`src/rtl/mod_pkg.sv`:
```
// Shared definitions for the modulo-by-repeated-subtraction unit (datapath and controller).
package mod_pkg;

    localparam int unsigned MOD_WIDTH = 8;

    typedef enum logic {
        SEL_LOAD = 1'b0,
        SEL_SUB  = 1'b1
    } sel_e;

endpackage

```
`src/rtl/mod_sub_cmp.sv`:
```
// Combinational subtract/compare: difference, unsigned less-than and zero-divisor detect.
module mod_sub_cmp #(
    parameter int unsigned WIDTH = 8
) (
    input  logic [WIDTH-1:0] r_i,
    input  logic [WIDTH-1:0] b_i,
    output logic [WIDTH-1:0] diff_o,
    output logic             lt_o,
    output logic             bz_o
);

    assign diff_o = r_i - b_i;
    assign lt_o   = (r_i < b_i);
    assign bz_o   = (b_i == '0);

endmodule

```
`src/rtl/mod_dp.sv`:
```
// Modulo datapath: remainder/divisor/quotient registers with a guarded subtract step.
// Optional registered done flag: define MOD_DP_XREG_EN.
module mod_dp
    import mod_pkg::*;
#(
    parameter int unsigned WIDTH = MOD_WIDTH
) (
    input  logic             CLK,
    input  logic             reset_n,
    input  logic [WIDTH-1:0] a_in,
    input  logic [WIDTH-1:0] b_in,
    input  logic             we,
    input  logic             s,
    output logic             x,
    output logic [WIDTH-1:0] remainder,
    output logic [WIDTH-1:0] quotient,
    output logic             div_zero
);

    localparam logic [WIDTH-1:0] ONE = WIDTH'(1);

    logic [WIDTH-1:0] r_q, r_d;
    logic [WIDTH-1:0] b_q, b_d;
    logic [WIDTH-1:0] q_q, q_d;
    logic [WIDTH-1:0] diff;
    logic             lt;
    logic             bz;
    logic             x_c;

    mod_sub_cmp #(
        .WIDTH(WIDTH)
    ) u_cmp (
        .r_i   (r_q),
        .b_i   (b_q),
        .diff_o(diff),
        .lt_o  (lt),
        .bz_o  (bz)
    );

    assign x_c = lt | bz;

    // Step is gated by the unregistered compare so R cannot underflow even
    // when the controller holds we high on the edge where x rises.
    always_comb begin
        r_d = r_q;
        b_d = b_q;
        q_d = q_q;
        if (we) begin
            if (s == SEL_LOAD) begin
                r_d = a_in;
                b_d = b_in;
                q_d = '0;
            end else if (!x_c) begin
                r_d = diff;
                q_d = q_q + ONE;
            end
        end
    end

    always_ff @(posedge CLK or negedge reset_n) begin
        if (!reset_n) begin
            r_q <= '0;
            b_q <= '0;
            q_q <= '0;
        end else begin
            r_q <= r_d;
            b_q <= b_d;
            q_q <= q_d;
        end
    end

`ifdef MOD_DP_XREG_EN
    logic x_q;

    always_ff @(posedge CLK or negedge reset_n) begin
        if (!reset_n) begin
            x_q <= 1'b1;
        end else begin
            x_q <= x_c;
        end
    end

    assign x = x_q;
`else
    assign x = x_c;
`endif

    assign remainder = r_q;
    assign quotient  = q_q;
    assign div_zero  = bz;

endmodule
```
`config.mk`:
```
export PLATFORM = sky130hd
export DESIGN_NAME = mod_dp
export DESIGN_NICKNAME = d
export VERILOG_FILES = /design/src/rtl/mod_pkg.sv /design/src/rtl/mod_sub_cmp.sv /design/src/rtl/mod_dp.sv
export SDC_FILE = /design/constraint.sdc
export NUM_CORES = 1
export LEC_CHECK = 0
export BUFFER_PORTS_ARGS = -buffer_cell sky130_fd_sc_hd__buf_2
export CAP_MARGIN = 20
export CORE_MARGIN = 1.5
export CORE_UTILIZATION = 40
export CTS_CLUSTER_DIAMETER = 100
export CTS_CLUSTER_SIZE = 20
export DETAILED_ROUTE_END_ITERATION = 12
export REMOVE_ABC_BUFFERS = 1
export SETUP_SLACK_MARGIN = 0.02
export SLEW_MARGIN = 10
export SYNTH_ARGS = -nofsm -noshare
export SYNTH_HDL_FRONTEND = slang
export SYNTH_HIERARCHICAL = 1
export SYNTH_SLANG_ARGS = --single-unit
```
`constraint.sdc`:
```
create_clock -name CLK -period 4.1 [get_ports CLK]
set_input_delay 0.205 -clock CLK [delete_from_list [all_inputs] [get_ports CLK]]
set_output_delay 0.205 -clock CLK [all_outputs]
set_load 0.02 [all_outputs]
```
# After elaboration in Yosys (flattened, before gate mapping)
# Cells that the tools add are included.
[word_totals]
register_bits = 24
in_bits = 20
elab_cells = 16
output_inout_bits = 18
[op_classes]
n_lt_le_gt_ge = 1
muxes = 4
n_addsub = 2
n_eq_ne = 1
n_reduce_logical = 3
bitwise = 2
[ops]
columns = ["op", "n"]
rows = [
  ["$mux 8", 4],
  ["$add 8x1->8 const B", 1],
  ["$logic_not 8->1", 1],
  ["$lt 8x8->1", 1],
  ["$sub 8x8->8", 1],
  ["$reduce_and 2->1", 2],
  ["$ne 2x2->1 const B", 1],
  ["$not 1->1", 1],
  ["$or 1x1->1", 1],
]

# Depth between registers and ports, before layout
# Gate-level depths: netlist of the first run.
[logic_depth]
word_depth = 4
mapped_depth = 13
mapped_depth_nobuf = 12

# Hierarchy
# Netlist of the first run, hierarchy kept.
[by_module_without_submodules]
columns = ["module", "area_each_um2", "cells_per_inst", "instances", "seq_area_each_um2"]
rows = [
  ["mod_dp", 1167.4, 119, 1, 600.6],
  ["mod_sub_cmp", 354.1, 48, 1, 0.0],
]

# Least setup slack after synthesis of the first run
# Ideal clock, no wire load.
[synth_timing]
path_kind = "reg2reg"
startpoint = "register r_q[0], in the netlist remainder[0]"
endpoint = "register q_q[3], in the netlist quotient[3]"
slack_ps = 1416
arrival_ps = 2552
setup_time_ps = 132
period_less_slack_ps = 2684
required_time_ps = 3968
stages_incl_launch_ff = 14
path_buffers = 1
cell_sequence = "dfrtp_1 inv_1 ha_1 inv_1 fa_1 a21oi_2 nor2b_1 a311oi_2 nor2_1 a211oi_2 or2_1 clkbuf_2 o31a_1 o22ai_1"
[synth_between]
elab_chain_cells = 4
[synth_rtl]
columns = ["element", "line_no", "rtl"]
rows = [
  ["start: declaration", "mod_dp.sv:22", "logic [WIDTH-1:0] r_q, r_d;"],
  ["start signal: assignment", "mod_dp.sv:66", "r_q <= r_d;"],
  ["$lt 8x8->1", "mod_sub_cmp.sv:13", "assign lt_o = (r_i < b_i);"],
  ["via lt", "mod_dp.sv:26", "logic lt;"],
  ["$or 1x1->1", "mod_dp.sv:40", "assign x_c = lt | bz;"],
  ["via x", "mod_dp.sv:14", "output logic x,"],
  ["$ne 2x2->1 (no source line)", "n/a", ""],
  ["$reduce_and 2->1 (no source line)", "n/a", ""],
  ["end signal: assignment", "mod_dp.sv:68", "q_q <= q_d;"],
  ["end: declaration", "mod_dp.sv:24", "logic [WIDTH-1:0] q_q, q_d;"],
]
# The timed path passes the listed nets, and every way through them passes these cells.
# A chain may end at the register's enable or synchronous reset.

# Final worst setup path of the first run
[layout_timing]
startpoint = "register r_q[0], in the netlist remainder[0]"
endpoint = "output port x"
[layout_between]
elab_chain_cells = 2
[layout_rtl]
columns = ["element", "line_no"]
rows = [
  ["$lt 8x8->1", "mod_sub_cmp.sv:13"],
  ["via lt", "mod_dp.sv:26"],
  ["$or 1x1->1", "mod_dp.sv:40"],
  ["end: declaration", "mod_dp.sv:14"],
]
# The timed path passes the listed nets, and every way through them passes these cells.

==> flow_summary_export.csv, run 1 <==
group,metric,value,unit
run_status,status,"complete, no violations",
sta,slew_viol_final,0,
global_route,grt_usage,17.9,%
setup_path,critPathArrivalTime,2.78,ns
pwr,switching_share,44.2,%
place,hpwl,2530,um
sta,finalClockSkew,0.00456,ns
clock_network,clkTransAtPathRegs,0.08,ns
die,die_y,64.7,um
sta,holdWs,0.123,ns
die,core-area,0.00366,mm^2
sta,slew_headroom,61.1,%
synth,netlist_instances,167,
final_layout,area_growth,17.8,%
sta,fin_crit_sh,72.9,%
die,dieArea,0.00418,mm^2
setup_path,path_class,"reg2out",
pwr,worst_ir_drop_vdd,0.000173,V
die,start_util,41.6,%
pwr,power_density,619,mW/mm^2
synth,async_reset_ff_share,100,%
clock_network,htreeDepth,1,
pwr,combPwrFrac,55.4,%
pwr,p_leak,0.886,nW
sta,max_freq,335,MHz
clock_network,cts_root_buf,"clkbuf_8",
sta,hold_violations,0,
clock_network,insertion_delay,0.26,ns
routing,ant_nets,0,
die,num_io_pins,38,
synth,synth_area_per_cell,9.11,um^2
synth,synth-edff-count,0,
final_layout,final_cell_mix,"buf_2 (37), nand2_1 (31), dfrtp_1 (24)",
die,die_x,64.7,um
place,port_buffers,37,
pwr,internal-power,0.619,mW
routing,drt_iter0_markers,43,
synth,seq_area_frac_synth,39.5,%
routing,drt_pass1_iterations,4,
synth,synth_top_area_share,39.5,%
setup_path,cpPeakStageDelay,0.41,ns
sta,min_period,2.99,ns
final_layout,nFillCells,382,
synth,yosys_warnings,6,
sta,rsz0062_at_grt,"no",
clock_network,holdBufCountCts,1,
final_layout,fin_area,0.00179,mm^2
place,dpl-instance-area,0.00174,mm^2
global_route,grt_max_degree,25,
synth,synth.distinct_cells,43,
setup_path,crit_top_cell,"inv_1",
final_layout,multi_input_area,842,um^2
setup_path,crit_fanout,5,
clock_network,cts_resized,0,
synth,yosys.area.top_type,"dfrtp_1",
final_layout,final_common_cell,"buf_2",
setup_path,cp-start-kind,"flip-flop",
sta,setup_viol,0,
routing,dr_total_vias,1296,
synth,synth_seq_cells,24,
place,place_congestion,0.881,
routing,detail_route.vias_per_cell,5.16,
clock_network,cts.sinks,24,
synth,synth_area,0.00152,mm^2
synth,netlist_top_cells_area,"dfrtp_1 (39%), nand2_1 (7.6%), ha_1 (7.4%), mux2i_1 (7.2%), a21oi_1 (6.3%)",
sta,worst_slew_pin_slew,0.583,ns
clock_network,cts_buffers,3,
setup_path,path_cells,"inv_1 -> ha_1 -> inv_1 -> fa_1 -> a21oi_2 -> nor2b_1 -> a311oi_2 -> nor2_1 -> a211oi_2 -> or2_1 -> buf_2",
global_route,grt_pass1_vias,1276,
global_route,grt_pass1_wl,5820,um
setup_path,critical-path-slowest-cell,"fa_1",
pwr,clockPowerShare,12.6,%
global_route,antenna_found_initial,0,
sta,tns,0,ns
clock_network,clockBufferDepth,2,
clock_network,post-cts-setup-buffers,0,
pwr,net-switching-power,0.490,mW
setup_path,crit_required,3.89,ns
die,num_rows,22,
final_layout,layout-drive-gt1-share,23.2,%
final_layout,area.sequential,601,um^2
routing,route.detailed.drc,0,
routing,drt-wirelength-per-cell,13.7,um
global_route,grt-ovfl-total,0,
synth,ys.flop_type,"dfrtp_1",
clock_network,tritoncts,"done",
final_layout,antennaDiodeCount,0,
setup_path,critPathCaptureType,"output port",
routing,routed_wl,3440,um
final_layout,nNetsFinal,235,
hold_path,min_path_type,"in2reg",
pwr,seq_power_share,32.0,%
flow_run,drv_cap,0,
[state kept, by name (all words and copies together), names as in the netlist]
name / flops
quotient: 8
remainder: 8
b_q: 8
[cell usage after synthesis, types with 4 or more instances]
cell type and count:
a21oi_1 19, dfrtp_1 24, ha_1 9, inv_1 14
mux2i_1 11, nand2_1 31, nand2b_1 4, nor2_1 6
nor2b_1 4, xnor2_1 4
[cell type report]
| class | instances | share of cell area (%) |
|---|---|---|
| Clock buffer | 3 | 2.30 |
| Inverter | 14 | 2.93 |
| Multi-Input combinational cell | 124 | 47.0 |
| Sequential cell | 24 | 33.5 |
| Tap cell | 48 | 3.35 |
| Timing Repair Buffer | 38 | 10.9 |
[worst max-delay path: cells and delay by family, from the launching register on]
family | cells | cell delay (ns)
AOI/OAI and AO/OA | 3 | 0.83
adders and majority gates | 2 | 0.57
buffers and inverters | 3 | 0.30
DFF | 1 | 0.40
and+or+nand+nor | 3 | 0.42
[path summary, 6_finish.rpt]
| path | start | end | slack, ns | depth (start not counted) |
|---|---|---|---|---|
| setup / recovery | remainder[0] | x | 1.11 | 11 |
| hold / removal | b_in[3] | b_q[3] | 0.12 | 3 |
| setup reg to reg | remainder[0] | quotient[4] | 1.32 | 12 |
| hold reg to reg | b_q[7] | b_q[7] | 0.48 | 2 |
| max in group asynchronous | reset_n | quotient[7] | 3.27 | 2 |
| min in group asynchronous | reset_n | remainder[5] | 0.46 | 2 |
[cells by family after synthesis]
group	Yosys count	share of synthesized area [%]
compound gates	39	17.4
xor+xnor	6	3.45
fa+ha+maj	10	8.72
buf+inv	19	5.18
flops	24	39.5
mux	11	7.24
simple gates	58	18.5
[stage by stage]
stage               instances  power (mW)  setup WS, ns  util [%]
floorplan                 162       0.812          1.41         -
global placement          247       0.957          1.42      47.5
detailed placement        247       0.970          1.32      47.5
CTS                       251        1.12          1.10      48.9
global route              251        1.21         0.914      48.9
finish                    251        1.11          1.11      48.9
[power groups by stage]
stage	logic, mW	registers (mW)	clock network [mW]
finish	0.614	0.354	0.140
CTS	0.615	0.354	0.147
global placement	0.601	0.356	0
floorplan	0.402	0.411	0
detailed placement	0.612	0.358	0
global route	0.686	0.365	0.158
[routing by layer]
metal	vias to the layer above	part of all wire [%]	global-route usage, %
li1	653	-	-
met1	617	49	24.0
met2	22	47	30.2
met3	4	3.1	2.26
met4	0	1.0	5.59
met5	-	0	0
Power figures use the tool's default switching activity.
==> run 2: changes to the inputs <==
--- a/config.mk
+++ b/config.mk
@@ -12,6 +12,7 @@
 export CTS_CLUSTER_DIAMETER = 100
 export CTS_CLUSTER_SIZE = 20
 export DETAILED_ROUTE_END_ITERATION = 12
+export PLACE_DENSITY = 0.65
 export REMOVE_ABC_BUFFERS = 1
 export SETUP_SLACK_MARGIN = 0.02
 export SLEW_MARGIN = 10
==> constraint.sdc (replaced) <==
create_clock -name CLK -period 2.7 [get_ports CLK]
set_input_delay 0.135 -clock CLK [delete_from_list [all_inputs] [get_ports CLK]]
set_output_delay 0.135 -clock CLK [all_outputs]
set_load 0.02 [all_outputs]
==> run 2 against run 1 <==
  * Utilization grew 1.9 points
  * Sequential share of layout area shrank 1.2 points
  * Non-clock buffer count up 4
  * Critical path depth is the same
  * Critical path type unchanged
  * Largest cell class unchanged
  * Largest power group unchanged
==> flow_summary_export.csv, run 2 (same netlist as run 1, synthesis figures left out) <==
group,metric,value,unit
die,core-area,0.00366,mm^2
die,die_y,64.7,um
clock_network,tritoncts,"done",
clock_network,clkTransAtPathRegs,0.08,ns
setup_path,r2r_start,"remainder[0]",
sta,slew_viol_final,0,
sta,finalClockSkew,0.00248,ns
final_layout,final_common_cell,"buf_2",
final_layout,multi_input_area,868,um^2
sta,rsz0062_at_grt,"yes",
pwr,total_power,1.78,mW
place,dp_cells,248,
final_layout,nFillCells,367,
routing,route.detailed.drc,0,
setup_path,critPathArrivalTime,2.43,ns
clock_network,clockBufferDepth,2,
routing,detail_route.vias_per_cell,5.11,
final_layout,layout-drive-gt1-share,26.6,%
sta,worst_slew_pin_slew,0.589,ns
setup_path,worstSetupStartpoint,"remainder[0]",
place,hpwl,2440,um
setup_path,crit_family,"compound AO/OA/AOI/OAI gates",
global_route,antenna_found_initial,0,
place,port_buffers,37,
routing,drt_iter0_markers,32,
clock_network,htreeDepth,1,
setup_path,path_cells,"inv_1 -> ha_2 -> inv_1 -> fa_2 -> a21oi_2 -> nor2b_1 -> a311oi_2 -> nor2_1 -> a211oi_2 -> or2_1 -> buf_2",
final_layout,nNetsFinal,239,
setup_path,crit_fanout,3,
flow_run,drv_cap,0,
die,dieArea,0.00418,mm^2
global_route,grt_usage,16.6,%
routing,ant_nets,0,
final_layout,fin_util,50.8,%
clock_network,cts_buffers,3,
sta,min_period,2.57,ns
routing,drt-wirelength-per-cell,12.9,um
setup_path,critPathCaptureType,"output port",
die,start_util,41.6,%
sta,fin_crit_sh,95.1,%
routing,routed_wl,3290,um
setup_path,path_class,"reg2out",
place,dpl-instance-area,0.00176,mm^2
sta,max_freq,389,MHz
sta,slew_headroom,60.7,%
final_layout,area_growth,22.3,%
global_route,grt_pass1_wl,5420,um
routing,dr_total_vias,1303,
global_route,grt_max_degree,25,
clock_network,cts_root_buf,"clkbuf_8",
final_layout,antennaDiodeCount,0,
place,place_congestion,0.824,
pwr,p_leak,0.910,nW
global_route,grt-ovfl-total,0,
clock_network,cts.sinks,24,
final_layout,area.sequential,601,um^2
final_layout,final_cell_mix,"buf_2 (37), nand2_1 (31), dfrtp_1 (24)",
pwr,worst_ir_drop_vdd,0.000265,V
sta,hold_violations,0,
final_layout,fin_area,0.00186,mm^2
die,num_rows,22,
setup_path,cp-start-kind,"flip-flop",
final_layout,layout.cells.non_filler,255,
hold_path,min_path_type,"in2reg",
run_status,status,"complete, no violations",
die,die_x,64.7,um
setup_path,crit_buf_inv,3,
pwr,power_density,958,mW/mm^2
setup_path,critical-path-slowest-cell,"dfrtp_1",
routing,drt_pass1_iterations,4,
hold_path,min-delay-start,"b_in[7]",
setup_path,cpPeakStageDelay,0.40,ns
die,num_io_pins,38,
setup_path,crit_required,2.57,ns
sta,setup_viol,0,
setup_path,crit_top_cell,"inv_1",
global_route,grt_pass1_vias,1156,
clock_network,insertion_delay,0.26,ns
[run 2: cell types whose count changed in the layout (fill, tap and decap cells not counted), sizes merged]
| cell | delta |
|---|---|
| buf | +4 |
[run 2: stage by stage]
| stage | hold WS, ns | setup slack [ns] | setup TNS [ns] |
|---|---|---|---|
| global route | 0.0601 | -0.00629 | -0.00629 |
| detailed placement | 0.154 | -0.0238 | -0.0728 |
| global placement | 0.157 | 0.0911 | 0 |
| CTS | 0.0507 | 0.0337 | 0 |
| floorplan | -0.161 | 0.00849 | 0 |
| finish | 0.0539 | 0.131 | 0 |
[run 2: worst reg2reg max path, delay by kind of cell, from the launching register on]
family                     cells  cell delay [ns]
buffers and inverters          4             0.44
adders and majority gates      2             0.52
and+or+nand+nor                3             0.21
AOI/OAI and AO/OA              5             0.93
DFF                            1             0.40
[run 2: path summary, 6_finish.rpt]
| path | slack [ns] | cells after the start | end |
|---|---|---|---|
| setup / recovery | 0.13 | 11 | x |
| hold / removal | 0.05 | 3 | b_q[7] |
| setup reg to reg | 0.13 | 14 | remainder[2] |
| hold reg to reg | 0.48 | 2 | b_q[5] |
| max in group asynchronous | 1.96 | 2 | quotient[4] |
| min in group asynchronous | 0.38 | 2 | remainder[5] |
[run 2: area by class of cell]
cell class | instances | area share [%]
sequential | 24 | 32.3
clock buffer | 3 | 2.22
inverter | 14 | 2.82
tap | 48 | 3.23
timing repair buffer | 42 | 12.8
multi-input combinational | 124 | 46.7
[run 2: what timing repair did]
item / 4_1_cts / 5_1_grt
setup endpoints to repair: 11 / 14
resized for setup: 0 / 6
setup buffers: 2 / 1
pin swaps: 2 / 3
hold buffers: 1 / 0
endpoints found under the hold margin: 24 / 0
[run 2: routing by layer]
layer	share of wire (%)	GRT usage (%)	up-vias
li1	-	-	664
met1	48	23.1	612
met2	47	26.7	23
met3	3.5	2.08	4
met4	1.4	6.12	0
met5	0	0	-
[run 2: power breakdown]
part | switching (mW) | total, mW | leakage [nW] | internal, mW
combinational | 0.574 | 1.03 | 0.592 | 0.455
clock | 0.111 | 0.211 | 0.0216 | 0.0998
sequential | 0.0914 | 0.542 | 0.297 | 0.451
total | 0.777 | 1.78 | 0.910 | 1.01
==> run 3: changes to the inputs <==
--- a/config.mk
+++ b/config.mk
@@ -12,7 +12,6 @@
 export CTS_CLUSTER_DIAMETER = 100
 export CTS_CLUSTER_SIZE = 20
 export DETAILED_ROUTE_END_ITERATION = 12
-export PLACE_DENSITY = 0.65
 export REMOVE_ABC_BUFFERS = 1
 export SETUP_SLACK_MARGIN = 0.02
 export SLEW_MARGIN = 10
==> constraint.sdc (replaced) <==
create_clock -name CLK -period 2.5 [get_ports CLK]
set_input_delay 0.125 -clock CLK [delete_from_list [all_inputs] [get_ports CLK]]
set_output_delay 0.125 -clock CLK [all_outputs]
set_load 0.02 [all_outputs]
==> run 3 against run 2 <==
  * The flow now finishes with violations (setup timing)
  * Wire length grew 14%
  * Worst hold slack lost 0.017 ns
  * Total power grew 24%
  * Die area is the same
  * Clock-buffer cell count grew 1
  * Final area grew 8.7%
  * Sequential power grew 7.4%
  * Critical path depth grew 3
  * Cell count grew 3.9%
  * Highest routed layer unchanged
==> flow_summary_export.csv, run 3 (same netlist as run 1, synthesis figures left out) <==
group,metric,value,unit
run_status,status,"finished with violations",
run_status,violations,"setup timing",
sta,hold_violations,0,
routing,detail_route.vias_per_cell,5.11,
die,core-area,0.00366,mm^2
clock_network,htreeDepth,1,
final_layout,fin_util,55.3,%
clock_network,cts.sinks,24,
hold_path,min_path_type,"in2reg",
pwr,switching_share,42.1,%
routing,dr_total_vias,1355,
sta,min_period,2.52,ns
sta,fin_ws,-0.0178,ns
die,dieArea,0.00418,mm^2
place,port_buffers,37,
routing,ant_nets,0,
clock_network,cts_buffers,3,
sta,rsz0062_at_grt,"yes",
sta,tns,-0.0178,ns
global_route,grt_pass1_vias,1313,
sta,setup_viol,1,
pwr,total_power,2.20,mW
global_route,grt_usage,19.3,%
final_layout,layout-drive-gt1-share,35.0,%
die,start_util,41.6,%
final_layout,area_growth,33.0,%
setup_path,crit_fanout,4,
clock_network,tritoncts,"done",
global_route,grt-ovfl-total,0,
pwr,seq_power_share,26.4,%
pwr,worst_ir_drop_vdd,0.000348,V
setup_path,path_cells,"inv_1 -> ha_2 -> inv_2 -> fa_2 -> a21oi_2 -> nor2b_2 -> a311oi_2 -> nor2_1 -> a211oi_2 -> buf_4 -> o21a_4 -> buf_12 -> nor4_2 -> o21a_1",
flow_run,drv_cap,0,
place,dpl_worst_slack,-0.138,ns
global_route,antenna_found_initial,0,
pwr,internal-power,1.28,mW
sta,slew_viol_final,0,
die,num_rows,22,
setup_path,crit_required,2.66,ns
routing,drt-wirelength-per-cell,14.1,um
global_route,grt_pass1_wl,6220,um
pwr,clockPowerShare,12.3,%
die,die_x,64.7,um
setup_path,critPathCaptureType,"flip-flop",
routing,drt_iter0_markers,49,
routing,drt_pass1_iterations,4,
final_layout,final_cell_mix,"buf_2 (36), nand2_1 (31), dfrtp_1 (24)",
clock_network,clkTransAtPathRegs,0.09,ns
die,die_y,64.7,um
final_layout,nFillCells,356,
setup_path,cp-start-kind,"flip-flop",
routing,route.detailed.drc,0,
clock_network,insertion_delay,0.27,ns
die,num_io_pins,38,
sta,finalClockSkew,0.00402,ns
pwr,p_leak,0.981,nW
sta,slew_headroom,58.8,%
pwr,net-switching-power,0.927,mW
place,place_congestion,0.821,
setup_path,critical-path-slowest-cell,"dfrtp_1",
clock_network,cts_root_buf,"clkbuf_8",
place,hpwl,2630,um
clock_network,clockBufferDepth,2,
sta,fin_crit_sh,101,%
pwr,power_density,1090,mW/mm^2
global_route,grt_max_degree,25,
final_layout,antennaDiodeCount,0,
pwr,combPwrFrac,61.2,%
setup_path,cpPeakStageDelay,0.39,ns
final_layout,nNetsFinal,248,
routing,routed_wl,3740,um
setup_path,path_class,"reg2reg",
final_layout,final_common_cell,"buf_2",
setup_path,critPathArrivalTime,2.68,ns
sta,worst_slew_pin_slew,0.617,ns
sta,max_freq,397,MHz
-- run 3: cell count changes in the layout (fill, tap and decap cells not counted), sizes merged --
cell | previous run | this run
clkbuf | 3 | 4
buf | 41 | 50
-- run 3: final timing paths --
path	from	end	slack [ns]	cells after the start
worst max register to register	remainder[0]	quotient[6]	-0.02	14
max in group asynchronous	reset_n	quotient[2]	1.77	2
worst max-delay path	remainder[0]	quotient[6]	-0.02	14
min in group asynchronous	reset_n	remainder[5]	0.37	2
worst min-delay path	b_in[0]	b_q[0]	0.04	3
worst min register to register	b_q[5]	b_q[5]	0.48	2
-- run 3: what timing repair did --
item,CTS,global route
hold endpoints to repair,24,0
hold buffers,1,0
buffers inserted,3,3
pin swaps,3,3
resized for setup,5,17
endpoints found under the setup margin,17,17
-- run 3: worst max-delay path: cells and delay by family (launching register included) --
kind	cells	cell delay, ns
flip-flops	1	0.39
AND/OR/NAND/NOR	3	0.21
AO/OA/AOI/OAI	5	0.90
adder cells (fa/ha/maj)	2	0.51
buffers and inverters	4	0.39
-- run 3: through the flow --
step	instance area, um^2	instances	hold WS (ns)
after floorplan	1500	162	-0.171
after global placement	1810	254	0.150
after detailed placement	1810	254	0.155
after CTS	1920	262	0.0329
after global routing	2020	265	0.0302
final	2020	265	0.0371
-- run 3: area by class of cell --
class	count	area, um^2	share of cell area [%]
clock buffer	4	55.1	2.72
inverter	14	52.6	2.60
multi-input combinational	124	927	45.8
sequential	24	601	29.7
tap	48	60.1	2.97
timing repair buffer	51	328	16.2
-- run 3: power by group through the flow --
stage,Combinational [mW],Sequential (mW),Clock (mW)
2_1_floorplan,0.659,0.673,0
3_3_place_gp,1.07,0.581,0
3_5_place_dp,1.09,0.591,0
4_1_cts,1.19,0.584,0.279
5_1_grt,1.47,0.597,0.297
6_report,1.35,0.582,0.272
-- run 3: per-layer routing --
metal | routed length, um | vias to the layer above | track usage [%]
met5 | 0 | - | 0
li1 | - | 681 | -
met1 | 1790 | 638 | 26.2
met3 | 142 | 4 | 2.78
met2 | 1780 | 32 | 31.4
met4 | 35 | 0 | 6.65
